File: src/rtl/codec_cfg_seq.sv
// codec_cfg_seq
//   Walks a fixed 10-entry codec register table and sends each entry to an
//   external I2C write master. There is one write in flight at a time, and
//   GAP_CYCLES idle cycles follow every completed write. A NACK aborts the
//   sequence. When the macro CODEC_CFG_RETRY_EN is defined, the same entry
//   is instead retried up to MAX_RETRY times before the sequence aborts.
//
// Parameters
//   GAP_CYCLES  idle cycles between consecutive writes (1..255)
//   MAX_RETRY   NACK retries per entry when CODEC_CFG_RETRY_EN is defined (1..7)
//
// Ports
//   clk        in   sole clock, rising edge
//   reset      in   synchronous, active-high
//   start      in   one-cycle request to run the whole table
//   i2c_req    out  one-cycle pulse launching one write
//   i2c_data   out  {reg_addr[6:0], reg_val[8:0]}, held from i2c_req to i2c_done
//   i2c_done   in   one-cycle pulse, end of the current write
//   i2c_nack   in   valid with i2c_done; 1 = codec did not acknowledge
//   busy       out  sequence in progress
//   cfg_done   out  level, table completed
//   cfg_error  out  level, sequence aborted on NACK
//   entry_idx  out  current or last-attempted table entry (0..9)

module codec_cfg_seq #(
    parameter int GAP_CYCLES = 16,
    parameter int MAX_RETRY  = 3
) (
    input  logic        clk,
    input  logic        reset,
    input  logic        start,
    output logic        i2c_req,
    output logic [15:0] i2c_data,
    input  logic        i2c_done,
    input  logic        i2c_nack,
    output logic        busy,
    output logic        cfg_done,
    output logic        cfg_error,
    output logic [3:0]  entry_idx
);

    localparam logic [2:0] S_IDLE  = 3'd0;
    localparam logic [2:0] S_LOAD  = 3'd1;
    localparam logic [2:0] S_REQ   = 3'd2;
    localparam logic [2:0] S_WAIT  = 3'd3;
    localparam logic [2:0] S_GAP   = 3'd4;
    localparam logic [2:0] S_DONE  = 3'd5;
    localparam logic [2:0] S_ERROR = 3'd6;

    localparam logic [3:0] LAST_IDX = 4'd9;
    localparam logic [7:0] GAP_LAST = 8'(GAP_CYCLES - 1);

    if (GAP_CYCLES < 1 || GAP_CYCLES > 255) begin : g_bad_gap
        $error("codec_cfg_seq: GAP_CYCLES must be in 1..255");
    end
    if (MAX_RETRY < 1 || MAX_RETRY > 7) begin : g_bad_retry
        $error("codec_cfg_seq: MAX_RETRY must be in 1..7");
    end

    logic [2:0] state;
    logic [7:0] gap_cnt;

`ifdef CODEC_CFG_RETRY_EN
    localparam logic [2:0] RETRY_LIMIT = 3'(MAX_RETRY);
    logic [2:0] retry_cnt;
    // Set when the current GAP follows a NACK, so the same entry is reloaded
    // instead of advancing.
    logic       gap_retry;
`endif

    function automatic logic [15:0] cfg_word(input logic [3:0] idx);
        logic [15:0] w;
        case (idx)
            4'd0:    w = 16'h1E00;
            4'd1:    w = 16'h0C00;
            4'd2:    w = 16'h0017;
            4'd3:    w = 16'h0217;
            4'd4:    w = 16'h0479;
            4'd5:    w = 16'h0679;
            4'd6:    w = 16'h0812;
            4'd7:    w = 16'h0A00;
            4'd8:    w = 16'h0E02;
            4'd9:    w = 16'h1201;
            default: w = 16'h0000;
        endcase
        return w;
    endfunction

    always_ff @(posedge clk) begin
        if (reset) begin
            state     <= S_IDLE;
            i2c_req   <= 1'b0;
            i2c_data  <= 16'h0000;
            busy      <= 1'b0;
            cfg_done  <= 1'b0;
            cfg_error <= 1'b0;
            entry_idx <= 4'd0;
            gap_cnt   <= 8'd0;
`ifdef CODEC_CFG_RETRY_EN
            retry_cnt <= 3'd0;
            gap_retry <= 1'b0;
`endif
        end else begin
            // i2c_req is registered and asserted on the REQ->WAIT edge. This
            // places the first pulse three cycles after start is sampled.
            i2c_req <= 1'b0;
            case (state)
                S_IDLE, S_DONE, S_ERROR: begin
                    if (start) begin
                        state     <= S_LOAD;
                        entry_idx <= 4'd0;
                        busy      <= 1'b1;
                        cfg_done  <= 1'b0;
                        cfg_error <= 1'b0;
`ifdef CODEC_CFG_RETRY_EN
                        retry_cnt <= 3'd0;
`endif
                    end
                end

                S_LOAD: begin
                    i2c_data <= cfg_word(entry_idx);
                    state    <= S_REQ;
                end

                S_REQ: begin
                    i2c_req <= 1'b1;
                    state   <= S_WAIT;
                end

                S_WAIT: begin
                    if (i2c_done) begin
                        if (!i2c_nack) begin
                            state   <= S_GAP;
                            gap_cnt <= 8'd0;
`ifdef CODEC_CFG_RETRY_EN
                            gap_retry <= 1'b0;
`endif
                        end else begin
`ifdef CODEC_CFG_RETRY_EN
                            if (retry_cnt < RETRY_LIMIT) begin
                                retry_cnt <= retry_cnt + 3'd1;
                                gap_retry <= 1'b1;
                                gap_cnt   <= 8'd0;
                                state     <= S_GAP;
                            end else begin
                                state     <= S_ERROR;
                                busy      <= 1'b0;
                                cfg_error <= 1'b1;
                            end
`else
                            state     <= S_ERROR;
                            busy      <= 1'b0;
                            cfg_error <= 1'b1;
`endif
                        end
                    end
                end

                S_GAP: begin
                    if (gap_cnt == GAP_LAST) begin
                        gap_cnt <= 8'd0;
`ifdef CODEC_CFG_RETRY_EN
                        if (gap_retry) begin
                            gap_retry <= 1'b0;
                            state     <= S_LOAD;
                        end else
`endif
                        if (entry_idx == LAST_IDX) begin
                            state    <= S_DONE;
                            busy     <= 1'b0;
                            cfg_done <= 1'b1;
                        end else begin
                            entry_idx <= entry_idx + 4'd1;
`ifdef CODEC_CFG_RETRY_EN
                            retry_cnt <= 3'd0;
`endif
                            state     <= S_LOAD;
                        end
                    end else begin
                        gap_cnt <= gap_cnt + 8'd1;
                    end
                end

                default: state <= S_IDLE;
            endcase
        end
    end

endmodule

File: config.mk
export PLATFORM = sky130hd
export DESIGN_NAME = codec_cfg_seq
export DESIGN_NICKNAME = d
export VERILOG_FILES = /design/src/rtl/codec_cfg_seq.sv
export SDC_FILE = /design/constraint.sdc
export NUM_CORES = 1
export LEC_CHECK = 0
export CORE_ASPECT_RATIO = 1.75
export CORE_MARGIN = 2
export CORE_UTILIZATION = 35
export DETAILED_ROUTE_END_ITERATION = 10
export SYNTH_ARGS = -nofsm -noshare
export SYNTH_HDL_FRONTEND = slang
export SYNTH_SLANG_ARGS = --single-unit
File: constraint.sdc
create_clock -name clk -period 5 [get_ports clk]
set_clock_uncertainty 0.2 [all_clocks]
set_input_delay 1 -clock clk [delete_from_list [all_inputs] [get_ports clk]]
set_output_delay 1 -clock clk [all_outputs]
set_load 0.02 [all_outputs]
==> results of run 1 <==
[worst min-delay path by stage]
| stage | slack (ps) | from | end | cells past startpoint |
|---|---|---|---|---|
| CTS | 260 | i2c_data[10] | i2c_data[10] | 2 |
| global route | 270 | i2c_data[10] | i2c_data[10] | 2 |
| finish | 250 | i2c_data[10] | i2c_data[10] | 2 |
| global placement | 240 | i2c_data[10] | i2c_data[10] | 2 |
| floorplan | 280 | gap_cnt[7] | gap_cnt[7] | 2 |
| detailed placement | 250 | i2c_data[10] | i2c_data[10] | 2 |
[worst min-delay path, cell delays in order (launching register included)]
cell     delay (ps)
dfxtp_1         320
nand2_1          50
a21oi_1          50
[state kept, by name, summed over array words and instances (netlist names)]
name,cells
i2c_data,9
gap_cnt,8
entry_idx,4
state,3
busy,1
cfg_done,1
cfg_error,1
i2c_req,1
[cells by family after synthesis]
group,Yosys count
AO/OA/AOI/OAI,64
AND/OR/NAND/NOR,67
adder cells (fa/ha/maj),10
flip-flops,28
buffers and inverters,27
multiplexers,1
other,1
XOR/XNOR,2
[through the flow]
stage               worst slack (ps)  cells  area, um^2  utilization [%]
floorplan                       2710    204        1700                -
global placement                1990    262        1900             40.6
detailed placement              1960    262        1900             40.6
CTS                             2170    265        1940             41.5
global route                    2130    265        1940             41.5
finish                          2200    265        1940             41.5
[layout make-up]
class                   instances  area share [%]
multi-input cells             149            51.6
well taps                      52            3.36
repair buffers                 24            12.3
clock buffers                   3            2.13
inverters                       9            1.74
flip-flops and latches         28            28.9
[power by group through the flow]
stage               Combinational, mW  Clock [mW]  Sequential [mW]
finish                          0.431       0.122            0.345
global route                    0.477       0.134            0.355
floorplan                       0.297           0            0.354
detailed placement              0.431           0            0.351
global placement                0.436           0            0.351
CTS                             0.433       0.127            0.345
[layout by cell type (no fill, tap or decap), drive strengths merged, types with 6 or more instances in the layout]
| master | instances |
|---|---|
| a21oi | 21 |
| clkdlybuf4s50 | 23 |
| dfxtp | 28 |
| ha | 10 |
| inv | 9 |
| nand2 | 14 |
| nand3b | 6 |
| nor2 | 11 |
| o21ai | 13 |
| o31ai | 6 |
[metal layers]
| layer | global-route usage (%) | wire [um] | up-vias |
|---|---|---|---|
| met4 | 5.36 | 61 | 0 |
| met3 | 1.75 | 75 | 5 |
| met5 | 0 | 0 | - |
| met1 | 15.0 | 1510 | 673 |
| li1 | - | - | 747 |
| met2 | 27.0 | 2010 | 23 |
==> metrics.cfg, run 1 <==
[pwr]
power_uw=898
sw_frac_of_total_pct=42.4
p_leak_nw=0.680
comb_power_share_pct=48.0
ir_worst_vdd_uv=266
clkPwrFrac_pct=13.6
p_per_area_nw_per_um2=464
p_switching_uw=381
p_seq_share_pct=38.4
p_int_uw=517

[clock_tree]
clk_latency_ps=280
cts_resized=0
cts.path.max_buffers=2
cts_tree=done
root_buffer=clkbuf_8
cts.clk_slew.worst_paths_ps=90
clock-sinks=28
cts_buffers=3
holdBufCountCts=0
htreeDepth=1
cts_post_setup_buffers_inserted=0

[grt]
antenna_found_initial=0
grt_max_degree=19
grt_pass1_wl_um=5980
grt_use_total_pct=13.9
grt_pass1_vias=1328
globalRouteOverflowTotal=0

[synth]
synth_flop_cell=dfxtp_1
synth_xor_area_share_pct=1.04
synth_simple_gate_area_share_pct=23.7
synth_top_area_share_pct=33.3
seq_area_frac_synth_pct=33.3
synthTopCellsByCount=28 x dfxtp_1, 21 x a21oi_1, 14 x nand2_1
syn_inst=200
yosys.area.top_type=dfxtp_1
yosysMostFrequentCell=dfxtp_1
synth_area_leaders=dfxtp_1 33%, ha_1 7.4%, a21oi_1 6.3%
yosys.area_share.adder_pct=7.44
synth.ff_latch_count=28
syn_area_per_cell_um2=8.41
synth_cell_type_count=48
synth_edf_count=0
yosys_warnings=0
synth-compound-area-share_pct=25.5
synth_top_family_by_area=compound AO/OA/AOI/OAI gates
async_flop_share_pct=0
synthMuxAreaShare_pct=0.595
netlist_area_um2=1680

[worst_setup_path]
cp-endpoint=entry_idx[3]
crit_cells=1
required_ps=3800
crit_start=entry_idx[3]
critPathBufInv=1
critPathSlowestCell=clkdlybuf4s50_1
cp_cell_sequence=clkdlybuf4s50_1
arrival_ps=1600
r2r-end=gap_cnt[0]
start_kind=register
r2r_start=state[2]
cp_max_fo=16
crit_family=buffers and inverters
reg2reg_slack_ps=2620
end_kind=output port
r2r_cells=4
critPathKind=register to output port
slowest_delay_ps=700

[sta]
slew_headroom_pct=52.6
hold_viol=0
hold_slack_ps=253
report.final.slew_viol_count=0
finalSetupViolCount=0
rsz0062_at_grt=no
worst_pin_slew_ps=704
post-route-min-period_ps=2800
timing.fmax_mhz=358
finalSetupTns_ps=0
min_period_over_period_pct=55.9

[placement]
gp_congestion=0.810
dp_hpwl_um=2770
port_buffers=23

[floorplanning]
initial_core_util_pct=36.0
core_um2=4670
ios=29
die-area_um2=5400
fp.dieW_um=56.4
die_y_um=95.7
rows=33

[layout]
diodes=0
nNetsFinal=230
multi_input_area_um2=998
area_delta_synth_final_pct=15.2
fillCellCount=470
drive_above_1_share_pct=5.16
seqCellArea_um2=561

[outcome]
status=complete, no violations

[flow_run]
drv_cap=0

[detailed_routing]
avgRoutedWirePerCell_um=13.8
drt-vias-per-instance=5.46
vias=1448
firstDrtPassIters=4
ant_nets=0
drt_iter0_markers=30
route.detailed.drc=0
routed_wirelength_um=3650

[min_path]
hold_path.class=register to register

Power figures use the tool's default switching activity.
==> run 2, diff against run 1 <==
==> constraint.sdc (replaced) <==
create_clock -name clk -period 2.4 [get_ports clk]
set_clock_uncertainty 0.2 [all_clocks]
set_input_delay 0.48 -clock clk [delete_from_list [all_inputs] [get_ports clk]]
set_output_delay 0.48 -clock clk [all_outputs]
set_load 0.02 [all_outputs]
==> run 2 against run 1 <==
Net effect: hold slack is essentially flat; critical path depth grew 4; first-iteration DRC count shrank 17%; sequential cell count is the same; global-route usage grew 0.75 points; register-to-register slack lost 2400 ps; via count grew 5.7%; count of clock-buffer cells in the layout is the same; clock power grew 110%; die area is the same; largest cell class unchanged; largest power group unchanged.
==> metrics.cfg, run 2 (same netlist as run 1, synthesis figures left out) <==
[outcome]
status=complete, no violations  ; unchanged

[worst_setup_path]
r2r_cells=5  ; was 4
r2r_start=gap_cnt[0]  ; was state[2]
required_ps=2340  ; was 3800 ps
start_kind=register  ; unchanged
end_kind=register  ; was output port
cp_max_fo=6  ; was 16
cp_cell_sequence=ha_1 > and3_1 > a21oi_1 > o21ai_0 > nor2_1  ; was clkdlybuf4s50_1
arrival_ps=2090  ; was 1600 ps
reg2reg_slack_ps=260  ; was 2620 ps
slowest_delay_ps=640  ; was 700 ps
critPathKind=register to register  ; was register to output port
critPathSlowestCell=o21ai_0  ; was clkdlybuf4s50_1
r2r-end=gap_cnt[0]  ; unchanged

[clock_tree]
cts_post_setup_buffers_inserted=0  ; unchanged
cts_resized=0  ; unchanged
clk_latency_ps=270  ; was 280 ps
clock-sinks=28  ; unchanged
cts_buffers=3  ; unchanged
cts_tree=done  ; unchanged
holdBufCountCts=0  ; unchanged
cts.path.max_buffers=2  ; unchanged
cts.clk_slew.worst_paths_ps=100  ; was 90 ps
htreeDepth=1  ; unchanged
root_buffer=clkbuf_8  ; unchanged

[layout]
largest_reg_flops=9  ; unchanged
largest_register=i2c_data  ; unchanged
drive_above_1_share_pct=11.8  ; was 5.16%
final_cell_mix=28 x dfxtp_1, 23 x clkdlybuf4s50_1, 21 x a21oi_1  ; unchanged
fin_util_pct=44.4  ; was 41.5%
nNetsFinal=246  ; was 230
final_common_cell=dfxtp_1  ; unchanged
design_area_um2=2070  ; was 1940 um^2
fillCellCount=491  ; was 470
area_delta_synth_final_pct=23.1  ; was 15.2%
reg_top3=i2c_data x9, gap_cnt x8, entry_idx x4  ; unchanged
diodes=0  ; unchanged

[grt]
globalRouteOverflowTotal=0  ; unchanged
grt_pass1_wl_um=6340  ; was 5980 um
antenna_found_initial=0  ; unchanged
grt_max_degree=16  ; was 19
grt_use_total_pct=14.6  ; was 13.9%
grt_pass1_vias=1367  ; was 1328

[sta]
finalSetupViolCount=0  ; unchanged
finalSetupTns_ps=0  ; unchanged
slew_headroom_pct=47.3  ; was 52.6%
worst_pin_slew_ps=782  ; was 704 ps
hold_viol=0  ; unchanged
timing.fmax_mhz=467
report.final.slew_viol_count=0  ; unchanged
timing.final.ws_setup_ps=257  ; was 2200 ps
post-route-min-period_ps=2140
rsz0062_at_grt=no  ; unchanged
min_period_over_period_pct=89.3

[pwr]
p_int_mw=1.17  ; was 517 uW
sw_frac_of_total_pct=41.0  ; was 42.4%
ir_worst_vdd_uv=506  ; was 266 uV
p_seq_share_pct=32.5  ; was 38.4%
power_mw=1.99  ; was 898 uW
comb_power_share_pct=54.5  ; was 48.0%
p_switching_uw=816  ; was 381 uW
p_per_area_nw_per_um2=961  ; was 464 nW/um^2
clkPwrFrac_pct=13.0  ; was 13.6%
p_leak_nw=0.766  ; was 0.680 nW

[placement]
pre_cts_ws_ps=36.6  ; was 1960 ps
dp_hpwl_um=2950  ; was 2770 um
placed_area_um2=2030  ; was 1900 um^2
port_buffers=23  ; unchanged
gp_congestion=0.804  ; was 0.810

[floorplanning]
die-area_um2=5400  ; unchanged
fp.dieW_um=56.4  ; unchanged
initial_core_util_pct=36.0  ; unchanged
die_y_um=95.7  ; unchanged
ios=29  ; unchanged
rows=33  ; unchanged
core_um2=4670  ; unchanged

[detailed_routing]
ant_nets=0  ; unchanged
routed_wirelength_um=3810  ; was 3650 um
route.detailed.drc=0  ; unchanged
avgRoutedWirePerCell_um=13.6  ; was 13.8 um
vias=1530  ; was 1448
firstDrtPassIters=4  ; unchanged
drt-vias-per-instance=5.44  ; was 5.46
drt_iter0_markers=25  ; was 30

[flow_run]
drv_cap=0  ; unchanged

[min_path]
hp-start=i2c_data[4]  ; was i2c_data[10]
hold_path.class=register to register  ; unchanged
min_path_cells=2  ; unchanged
hold_end=i2c_data[4]  ; was i2c_data[10]

## run 2: cell count changes in the layout (fill, tap and decap cells not counted), sizes merged
cell and delta:
buf +16
## run 2: per-layer routing
| metal | global-route usage (%) | up-vias | wire length [um] |
|---|---|---|---|
| met1 | 16.3 | 721 | 1610 |
| li1 | - | 781 | - |
| met2 | 29.0 | 24 | 2090 |
| met3 | 1.21 | 4 | 76 |
| met4 | 4.17 | 0 | 38 |
| met5 | 0 | - | 0 |
## run 2: area by class of cell
class / count / area (um^2) / share of cell area [%]
multi-input cells: 149 / 998 / 48.2
flip-flops and latches: 28 / 561 / 27.1
repair buffers: 40 / 370 / 17.9
well taps: 52 / 65.1 / 3.14
clock buffers: 3 / 41.3 / 2.00
inverters: 9 / 33.8 / 1.63
## run 2: metrics by stage
stage	hold WS [ps]	cells
2_1_floorplan	284	204
3_5_place_dp	244	278
5_1_grt	273	281
4_1_cts	258	281
3_3_place_gp	239	278
6_report	254	281
## run 2: how the worst max path moves through the flow
stage | start | end | slack [ps]
5_1_grt | gap_cnt[0] | gap_cnt[4] | 80
6_report | gap_cnt[0] | gap_cnt[0] | 260
3_5_place_dp | start | entry_idx[3] | 40
3_3_place_gp | start | entry_idx[3] | 70
4_1_cts | gap_cnt[0] | gap_cnt[0] | 230
2_1_floorplan | entry_idx[1] | entry_idx[3] | 400
## run 2: power by group through the flow
stage          clock, mW  sequential (mW)  combinational (mW)
2_1_floorplan          0            0.737               0.618
3_3_place_gp           0            0.658                1.09
3_5_place_dp           0            0.658                1.09
4_1_cts            0.269            0.648                1.09
5_1_grt            0.281            0.664                1.20
6_report           0.259            0.647                1.08
## run 2: critical path: cells and delay by family, from the launching register on
| kind | cells | cell delay (ps) |
|---|---|---|
| compound gates | 2 | 770 |
| simple gates | 2 | 430 |
| flops | 1 | 380 |
| fa+ha+maj | 1 | 240 |
==> run 3, diff against run 2 <==
--- a/config.mk
+++ b/config.mk
@@ -9,6 +9,7 @@
 export CORE_MARGIN = 2
 export CORE_UTILIZATION = 35
 export DETAILED_ROUTE_END_ITERATION = 10
+export HOLD_SLACK_MARGIN = 0.08
 export SYNTH_ARGS = -nofsm -noshare
 export SYNTH_HDL_FRONTEND = slang
 export SYNTH_SLANG_ARGS = --single-unit
==> results of run 3 <==
The final DEF is identical to that of run 2; final timing and power are the same.
